<file path="src/rtl/avr_io_ps2_pkg.sv">
// Shared constants for the PS/2 receiver: register map, STATUS/CTRL bit positions,
// receive FSM encoding.
package avr_io_ps2_pkg;

    localparam logic [1:0] REG_DATA   = 2'd0;
    localparam logic [1:0] REG_STATUS = 2'd1;
    localparam logic [1:0] REG_CTRL   = 2'd2;

    localparam int ST_AVAIL = 0;
    localparam int ST_FULL  = 1;
    localparam int ST_OVR   = 2;
    localparam int ST_PERR  = 3;
    localparam int ST_FERR  = 4;

    localparam int CTRL_EN = 0;
    localparam int CTRL_IE = 1;

    typedef enum logic [1:0] {
        S_IDLE   = 2'd0,
        S_DATA   = 2'd1,
        S_PARITY = 2'd2,
        S_STOP   = 2'd3
    } rx_state_e;

endpackage

</file>
<file path="src/rtl/avr_ps2_fifo.sv">
// Synchronous scancode FIFO; push when full and pop when empty are ignored.
module avr_ps2_fifo #(
    parameter int FIFO_DEPTH_LOG2 = 3
) (
    input  logic                     clk,
    input  logic                     rst,
    input  logic                     push,
    input  logic                     pop,
    input  logic [7:0]               din,
    output logic [7:0]               dout,
    output logic [FIFO_DEPTH_LOG2:0] count,
    output logic                     full,
    output logic                     empty
);
    localparam int DEPTH = 1 << FIFO_DEPTH_LOG2;
    localparam int CW    = FIFO_DEPTH_LOG2 + 1;

    logic [7:0]                 mem_q [DEPTH];
    logic [FIFO_DEPTH_LOG2-1:0] wr_ptr_q, wr_ptr_d, rd_ptr_q, rd_ptr_d;
    logic [CW-1:0]              count_q, count_d;
    logic                       do_push, do_pop;

    assign full    = (count_q == CW'(DEPTH));
    assign empty   = (count_q == '0);
    assign count   = count_q;
    assign dout    = mem_q[rd_ptr_q];
    assign do_push = push & ~full;
    assign do_pop  = pop & ~empty;

    always_comb begin
        wr_ptr_d = do_push ? wr_ptr_q + 1'b1 : wr_ptr_q;
        rd_ptr_d = do_pop  ? rd_ptr_q + 1'b1 : rd_ptr_q;
        count_d  = count_q + CW'(do_push) - CW'(do_pop);
    end

    always_ff @(posedge clk) begin
        if (rst) begin
            wr_ptr_q <= '0;
            rd_ptr_q <= '0;
            count_q  <= '0;
        end else begin
            wr_ptr_q <= wr_ptr_d;
            rd_ptr_q <= rd_ptr_d;
            count_q  <= count_d;
        end
        if (do_push) mem_q[wr_ptr_q] <= din;
    end

endmodule

</file>
<file path="src/rtl/avr_io_ps2.sv">
// PS/2 keyboard receiver on the AVR I/O bus. Optional PS2_GLITCH_FILTER_EN adds an
// 8-cycle stability filter on the synchronised PS2Clk before edge detection.
module avr_io_ps2
    import avr_io_ps2_pkg::*;
#(
    parameter int FIFO_DEPTH_LOG2 = 3,
    parameter int TIMEOUT         = 2000
) (
    input  logic       clk,
    input  logic       rst,
    input  logic       io_re,
    input  logic       io_we,
    input  logic [1:0] io_a,
    input  logic [7:0] io_do,
    output logic [7:0] io_di,
    input  logic       ps2_clk,
    input  logic       ps2_data,
    output logic       irq
);
    localparam int TW = $clog2(TIMEOUT + 1);

    logic       clk_s1_q, clk_s2_q, dat_s1_q, dat_s2_q, clk_prev_q;
    logic       clk_src, fall;
    rx_state_e  state_q, state_d;
    logic [2:0] bit_cnt_q, bit_cnt_d;
    logic [7:0] shreg_q, shreg_d;
    logic       par_q, par_d;
    logic [TW-1:0] tmo_q, tmo_d;
    logic       ovr_q, ovr_d, perr_q, perr_d, ferr_q, ferr_d;
    logic       en_q, en_d, ie_q, ie_d, irq_q, irq_d;
    logic       push, pop, ovr_set, perr_set, ferr_set, wr_status;
    logic [7:0] fifo_dout;
    logic [FIFO_DEPTH_LOG2:0] unused_count;
    logic       full, empty;

`ifdef PS2_GLITCH_FILTER_EN
    logic       clk_flt_q, clk_flt_d;
    logic [2:0] flt_cnt_q, flt_cnt_d;

    // Filtered level follows the input only after 8 consecutive cycles at the new level.
    always_comb begin
        clk_flt_d = clk_flt_q;
        flt_cnt_d = '0;
        if (clk_s2_q != clk_flt_q) begin
            flt_cnt_d = flt_cnt_q + 3'd1;
            if (flt_cnt_q == 3'd7) begin
                clk_flt_d = clk_s2_q;
                flt_cnt_d = '0;
            end
        end
    end

    always_ff @(posedge clk) begin
        if (rst) begin
            clk_flt_q <= 1'b1;
            flt_cnt_q <= '0;
        end else begin
            clk_flt_q <= clk_flt_d;
            flt_cnt_q <= flt_cnt_d;
        end
    end

    assign clk_src = clk_flt_q;
`else
    assign clk_src = clk_s2_q;
`endif

    assign fall      = clk_prev_q & ~clk_src;
    assign pop       = io_re && (io_a == REG_DATA);
    assign wr_status = io_we && (io_a == REG_STATUS);

    avr_ps2_fifo #(.FIFO_DEPTH_LOG2(FIFO_DEPTH_LOG2)) u_fifo (
        .clk   (clk),
        .rst   (rst),
        .push  (push),
        .pop   (pop),
        .din   (shreg_q),
        .dout  (fifo_dout),
        .count (unused_count),
        .full  (full),
        .empty (empty)
    );

    always_comb begin
        state_d   = state_q;
        bit_cnt_d = bit_cnt_q;
        shreg_d   = shreg_q;
        par_d     = par_q;
        tmo_d     = tmo_q;
        push      = 1'b0;
        ovr_set   = 1'b0;
        perr_set  = 1'b0;
        ferr_set  = 1'b0;
        if (!en_q) begin
            state_d = S_IDLE;
            tmo_d   = '0;
        end else if (state_q != S_IDLE && !fall && tmo_q == TW'(TIMEOUT - 1)) begin
            state_d  = S_IDLE;
            tmo_d    = '0;
            ferr_set = 1'b1;
        end else begin
            tmo_d = (fall || state_q == S_IDLE) ? '0 : tmo_q + TW'(1);
            if (fall) begin
                case (state_q)
                    S_IDLE: if (!dat_s2_q) begin
                        state_d   = S_DATA;
                        bit_cnt_d = '0;
                    end
                    S_DATA: begin
                        shreg_d   = {dat_s2_q, shreg_q[7:1]};
                        bit_cnt_d = bit_cnt_q + 3'd1;
                        if (bit_cnt_q == 3'd7) state_d = S_PARITY;
                    end
                    S_PARITY: begin
                        par_d   = dat_s2_q;
                        state_d = S_STOP;
                    end
                    S_STOP: begin
                        state_d = S_IDLE;
                        if (!dat_s2_q)                 ferr_set = 1'b1;
                        else if (!(^{shreg_q, par_q})) perr_set = 1'b1;
                        else if (full)                 ovr_set  = 1'b1;
                        else                           push     = 1'b1;
                    end
                    default: state_d = S_IDLE;
                endcase
            end
        end

        // A flag set in the same cycle as its write-1-clear wins.
        ovr_d  = (ovr_q  & ~(wr_status & io_do[ST_OVR]))  | ovr_set;
        perr_d = (perr_q & ~(wr_status & io_do[ST_PERR])) | perr_set;
        ferr_d = (ferr_q & ~(wr_status & io_do[ST_FERR])) | ferr_set;
        en_d   = en_q;
        ie_d   = ie_q;
        if (io_we && io_a == REG_CTRL) begin
            en_d = io_do[CTRL_EN];
            ie_d = io_do[CTRL_IE];
        end
        irq_d = ie_q & (~empty | ovr_q | perr_q | ferr_q);
    end

    always_ff @(posedge clk) begin
        if (rst) begin
            clk_s1_q   <= 1'b1;
            clk_s2_q   <= 1'b1;
            dat_s1_q   <= 1'b1;
            dat_s2_q   <= 1'b1;
            clk_prev_q <= 1'b1;
            state_q    <= S_IDLE;
            bit_cnt_q  <= '0;
            shreg_q    <= '0;
            par_q      <= 1'b0;
            tmo_q      <= '0;
            ovr_q      <= 1'b0;
            perr_q     <= 1'b0;
            ferr_q     <= 1'b0;
            en_q       <= 1'b0;
            ie_q       <= 1'b0;
            irq_q      <= 1'b0;
        end else begin
            clk_s1_q   <= ps2_clk;
            clk_s2_q   <= clk_s1_q;
            dat_s1_q   <= ps2_data;
            dat_s2_q   <= dat_s1_q;
            clk_prev_q <= clk_src;
            state_q    <= state_d;
            bit_cnt_q  <= bit_cnt_d;
            shreg_q    <= shreg_d;
            par_q      <= par_d;
            tmo_q      <= tmo_d;
            ovr_q      <= ovr_d;
            perr_q     <= perr_d;
            ferr_q     <= ferr_d;
            en_q       <= en_d;
            ie_q       <= ie_d;
            irq_q      <= irq_d;
        end
    end

    assign irq = irq_q;

    always_comb begin
        io_di = 8'h00;
        case (io_a)
            REG_DATA:   io_di = empty ? 8'h00 : fifo_dout;
            REG_STATUS: begin
                io_di[ST_AVAIL] = ~empty;
                io_di[ST_FULL]  = full;
                io_di[ST_OVR]   = ovr_q;
                io_di[ST_PERR]  = perr_q;
                io_di[ST_FERR]  = ferr_q;
            end
            REG_CTRL: begin
                io_di[CTRL_EN] = en_q;
                io_di[CTRL_IE] = ie_q;
            end
            default: io_di = 8'h00;
        endcase
    end

endmodule
</file>
<file path="config.mk">
export PLATFORM = sky130hd
export DESIGN_NAME = avr_io_ps2
export DESIGN_NICKNAME = d
export VERILOG_FILES = /design/src/rtl/avr_io_ps2_pkg.sv /design/src/rtl/avr_ps2_fifo.sv /design/src/rtl/avr_io_ps2.sv
export SDC_FILE = /design/constraint.sdc
export NUM_CORES = 1
export LEC_CHECK = 0
export CAP_MARGIN = 10
export CORE_MARGIN = 1
export CORE_UTILIZATION = 50
export CTS_CLUSTER_SIZE = 14
export DETAILED_ROUTE_END_ITERATION = 6
export GPL_TIMING_DRIVEN = 0
export PLACE_DENSITY_LB_ADDON = 0.2
export SETUP_SLACK_MARGIN = 0.05
export SYNTH_ARGS = -nofsm -noshare
export SYNTH_HDL_FRONTEND = slang
export SYNTH_HIERARCHICAL = 1
export SYNTH_SLANG_ARGS = --single-unit
export TNS_END_PERCENT = 20
</file>
<file path="constraint.sdc">
create_clock -name clk -period 6.5 [get_ports clk]
set_input_delay 1.95 -clock clk [delete_from_list [all_inputs] [get_ports clk]]
set_output_delay 1.95 -clock clk [all_outputs]
set_load 0.02 [all_outputs]
</file>
* Word level (Yosys, flattened, before mapping)
Memories as Yosys holds them, arrays and structs flattened. A register that Yosys moved wholly into a read port is not among the register bits. Cells that the tools add are included. W data, S select, Z words.
Word-level totals: RAM bits 64, bits of input ports 16, memories 1, output and inout port bits 9, bits in registers 46, word-level logic and storage cells 117
Memories:
- u_fifo.mem_q | depth 8, width 8, rd ports 1, clocked after memory_dff 1, write ports 1, line avr_ps2_fifo.sv:18 | logic [7:0] mem_q [DEPTH];
Cells by class: bitwise operators 24, muxes and demuxes 38, add/subtract/negate cells 6, reduce and logical (&&, ||, !) cells 19, equality and inequality tests 10
Operator list (count):
- $mux W1 | 27
- $mux W3 | 4
- $pmux W3 S2 | 2
- $add A11 B1 Y11 const B | 1
- $eq A11 B11 Y1 const B | 1
- $and A1 B1 Y1 | 10
- $add A3 B1 Y3 const B | 3
- $reduce_xor A9 Y1 | 1
- $mux W8 | 1
- $not A1 Y1 | 8
- $pmux W2 S4 | 1
- $reduce_and A4 Y1 | 2
- $eq A2 B2 Y1 const B | 3
- $or A1 B1 Y1 | 6
- $pmux W2 S3 | 1
- $logic_and A1 B1 Y1 | 5
- $reduce_and A5 Y1 | 1
- $add A4 B1 Y4 | 1
- $eq A2 B1 Y1 const B | 2
- $eq A4 B4 Y1 const B | 1
- $logic_not A2 Y1 | 2
- $logic_not A4 Y1 | 1
- $mux W2 | 2
- $ne A2 B2 Y1 const B | 2
- 8 further kinds | 9

* Logic depth before layout (Yosys ltp)
word-level depth 11, depth in mapped cells 11, depth with buffers taken out 11

* Cells and area by module
The synthesis kept the hierarchy.
By module, submodules not included:
- avr_ps2_fifo | area an instance 3171.8 µm², seq. area each 2182.1 µm², cells each 172, times used 1
- avr_io_ps2 | area an instance 1686.6 µm², seq. area each 720.7 µm², cells each 201, times used 1

* Least setup slack after synthesis
OpenSTA, ideal clock, no wires.
path type input -> output, start input port io_a[0], end output port io_di[1], path buffers 1, stages 4, arrival 2.915 ns, setup slack 1.635 ns, cell sequence clkbuf_1 > nor2_1 > a22oi_1 > o21ai_0
On the way: word-level cells in the longest chain between the ends 2, elaborated cells between the ends (all ways) 4
Ends and longest elaborated chain:
- from (decl) | line avr_io_ps2.sv:13 | input logic [1:0] io_a,
- $eq A2 B2 Y1, or another cell as far along | line avr_io_ps2.sv:185 | case (io_a)
- $pmux W2 S3 * | line avr_io_ps2.sv:185
- to (decl) | line avr_io_ps2.sv:15 | output logic [7:0] io_di,
Every way passes the cells marked *; elsewhere a longest branch is shown, timed or not.

* Worst setup path in the final report
start input port io_a[1], end output port io_di[1]
The elaborated chain is that of the path after synthesis.

==> flow_summary_export.csv <==
group,metric,value,unit
run_status,status,"complete, no violations",
hold_path,worstHoldPathType,"reg -> reg",
placed_design,numPortBuffers,19,
logic_synthesis,synth-seq-cells,113,
global_route,grt_max_degree,17,
drt,routed_wl,9462,um
timing,finalMaxSlewViolations,0,
logic_synthesis,synth_fp_nets,404,
global_route,grt_pass1_vias,2994,
floorplanning,design.portCount,25,
cts,cts_root_buffer,"clkbuf_8",
logic_synthesis,ys.flop_type,"edfxtp_1",
cts,clk_pin_slew,60,ps
placed_design,dp_worst_setup_slack,1014,ps
drt,viasPerCell,5.422,
floorplanning,die_area,10120,um^2
drt,drc,0,
global_route,grt_pass1_wl,15410,um
cts,cts-resized-gates,0,
cts,clock_sinks,113,
cts,clk-insertion-delay-late,500,ps
cts,cts_buffers,17,
finish,diodes,0,
finish,nNetsFinal,446,
timing,fmax,182.0,MHz
timing,slew_headroom,0.2824,
drt,wl_per_cell,16.99,um
timing,worst_slew_pin_slew,1074,ps
global_route,overflow,0,
cts,hold_buffers,0,
timing,setup_viol,0,
global_route,met3_usage,0.04993,
global_route,grt_use_met2,0.3166,
power_and_ir_drop,leakage,0.002003,uW
floorplanning,coreArea,9328,um^2
setup_path,crit_path_max_fanout,9,
floorplanning,die_y,100.6,um
global_route,antenna_found_initial,0,
floorplanning,die_w,100.6,um
logic_synthesis,synth.distinct_cells,50,
power_and_ir_drop,max-vdd-ir-drop,0.1676,mV
global_route,grt_busiest_layer,"met2",
finish,area_growth_syn_to_layout,19.39,%
timing,fin_crit_sh,0.8453,
cts,cts_tree,"built",
floorplanning,initial_core_util,0.5209,
finish,drive_gt1_frac,0.1542,
drt,drt-initial-drc-count,189,
power_and_ir_drop,cellPowerDensity,297.3,nW/um^2
timing,timing.final.ws_setup,1006,ps
drt,drtAntennaViolNets,0,
logic_synthesis,syn_area_per_cell,13.03,um^2
cts,cts_setup_buffers,0,
timing,post-route-min-period,5495,ps
setup_path,worstPathArrival,3540,ps
placed_design,place_hpwl,6495,um
timing,fin_tns_setup,0,ps
logic_synthesis,synth_enable_flop_cells,64,
placed_design,gp_congestion,0.7232,
cts,cts_buffer_depth,2,
logic_synthesis,synth_cells,373,
drt,num_vias,3020,
setup_path,start_kind,"primary input",
global_route,use_met1,0.2931,
setup_path,end_kind,"primary output",
timing,hold_viol_final,0,
setup_path,required,4550,ps
drt,drt_pass1_iterations,6,
logic_synthesis,syn_area,4858,um^2
timing,rsz0062_at_grt,"false",
timing,fin_worst_skew,5.896,ps
logic_synthesis,ys_seq_area_frac,0.5975,
cts,htree_levels,4,
flow_run,cap_violations,0,
logic_synthesis,async_flop_share,0,
logic_synthesis,ys_warn_count,6,
floorplanning,fp-row-count,35,
setup_path,crit_type,"in -> out",
global_route,grtUsageTotal,0.2084,
-- kinds of logic after synthesis --
kind of cell | share of synthesized area
muxes | 0.1216
and+or+nand+nor | 0.1339
adders and majority gates | 0.04018
DFF | 0.5975
xor gates and xnor gates | 0.03245
AOI/OAI and AO/OA | 0.04662
buffers and inverters | 0.02781
-- flip-flops by register name, indices dropped and copies added, names as in the netlist, 2 cells and up, named ones only --
name / flops
u_fifo/wr_ptr_q: 3
bit_cnt_q: 3
state_q: 2
u_fifo/mem_q: 64
tmo_q: 11
shreg_q: 8
u_fifo/rd_ptr_q: 3
u_fifo/count: 4
-- worst max-delay path, cell delays in order --
cell and delay [ps]:
clkbuf_1 320, nor2b_1 380, nand2_1 130, o21ai_0 120, clkdlybuf4s50_1 640
-- stage by stage --
| step | instances | hold WS [ps] | total power, uW | util | cell area (um^2) |
|---|---|---|---|---|---|
| after global routing | 557 | 424.3 | 1789 | 0.6219 | 5801 |
| final | 557 | 414.1 | 1725 | 0.6219 | 5801 |
| after global placement | 521 | 392.3 | 896.0 | 0.5586 | 5210 |
| after floorplan | 373 | 389.5 | 855.6 | - | 4858 |
| after CTS | 557 | 419.4 | 1740 | 0.6219 | 5801 |
| after detailed placement | 525 | 404.3 | 899.8 | 0.5630 | 5251 |
-- power by group --
part,internal (uW),switching (uW)
Sequential,756,4.29
Clock,509,331
Combinational,54.4,69.0
Total,1320,405
-- final timing paths --
kind,start,endpoint,slack [ps],cells past startpoint
max reg2reg,shreg_q[4]$_SDFFE_PP0P_,u_fifo/mem_q[2][4]$_DFFE_PP_,2910,8
min reg2reg,clk_s1_q$_SDFF_PP1_,clk_s2_q$_SDFF_PP1_,410,1
min,clk_s1_q$_SDFF_PP1_,clk_s2_q$_SDFF_PP1_,410,1
max,io_a[1],io_di[1],1010,5
-- layout by cell type (no fill, tap or decap), types with 6 or more instances in the layout --
master           Yosys  routed
inv_1               10      10
ha_1                14      14
a21oi_1             20      20
clkbuf_16            0      16
nand2b_1             7       7
nor2_1              33      33
dfxtp_1             49      49
mux4_1              15      15
mux2_2              11      11
xnor2_1             13      13
nand3_1             11      11
edfxtp_1            64      64
clkdlybuf4s50_1      0      19
nor2b_1              7       7
clkbuf_1             9       9
nor3_1               8       7
nand2_1             36      36
o21ai_0              6       6
-- metal layers --
layer  share of wire  up-vias
li1                -     1452
met5               0        -
met4           0.011        0
met3           0.049        9
met2            0.47       76
met1            0.47     1483
-- area by class of cell --
cell class                 count  area [um^2]
fill                         752         3527
sequential                   113         2903
multi-input combinational    234         1832
clock buffer                  17        414.1
timing repair buffer          23        220.2
tap                          129        161.4
clock inverter                15        135.1
buffer                        16        97.59
inverter                      10        37.54
-- synthesized netlist by cell type (7+ instances only) --
cell type | number | share of area
ha_1 | 14 | 0.036
inv_1 | 10 | 0.0077
a21oi_1 | 20 | 0.021
clkbuf_1 | 9 | 0.0070
mux2_2 | 11 | 0.025
edfxtp_1 | 64 | 0.40
mux4_1 | 15 | 0.081
xnor2_1 | 13 | 0.023
nor3_1 | 8 | 0.0082
nor2_1 | 33 | 0.025
nand2_1 | 36 | 0.028
dfxtp_1 | 49 | 0.20
nor2b_1 | 7 | 0.0090
nand3_1 | 11 | 0.011
nand2b_1 | 7 | 0.0090
Power figures use the tool's default switching activity.
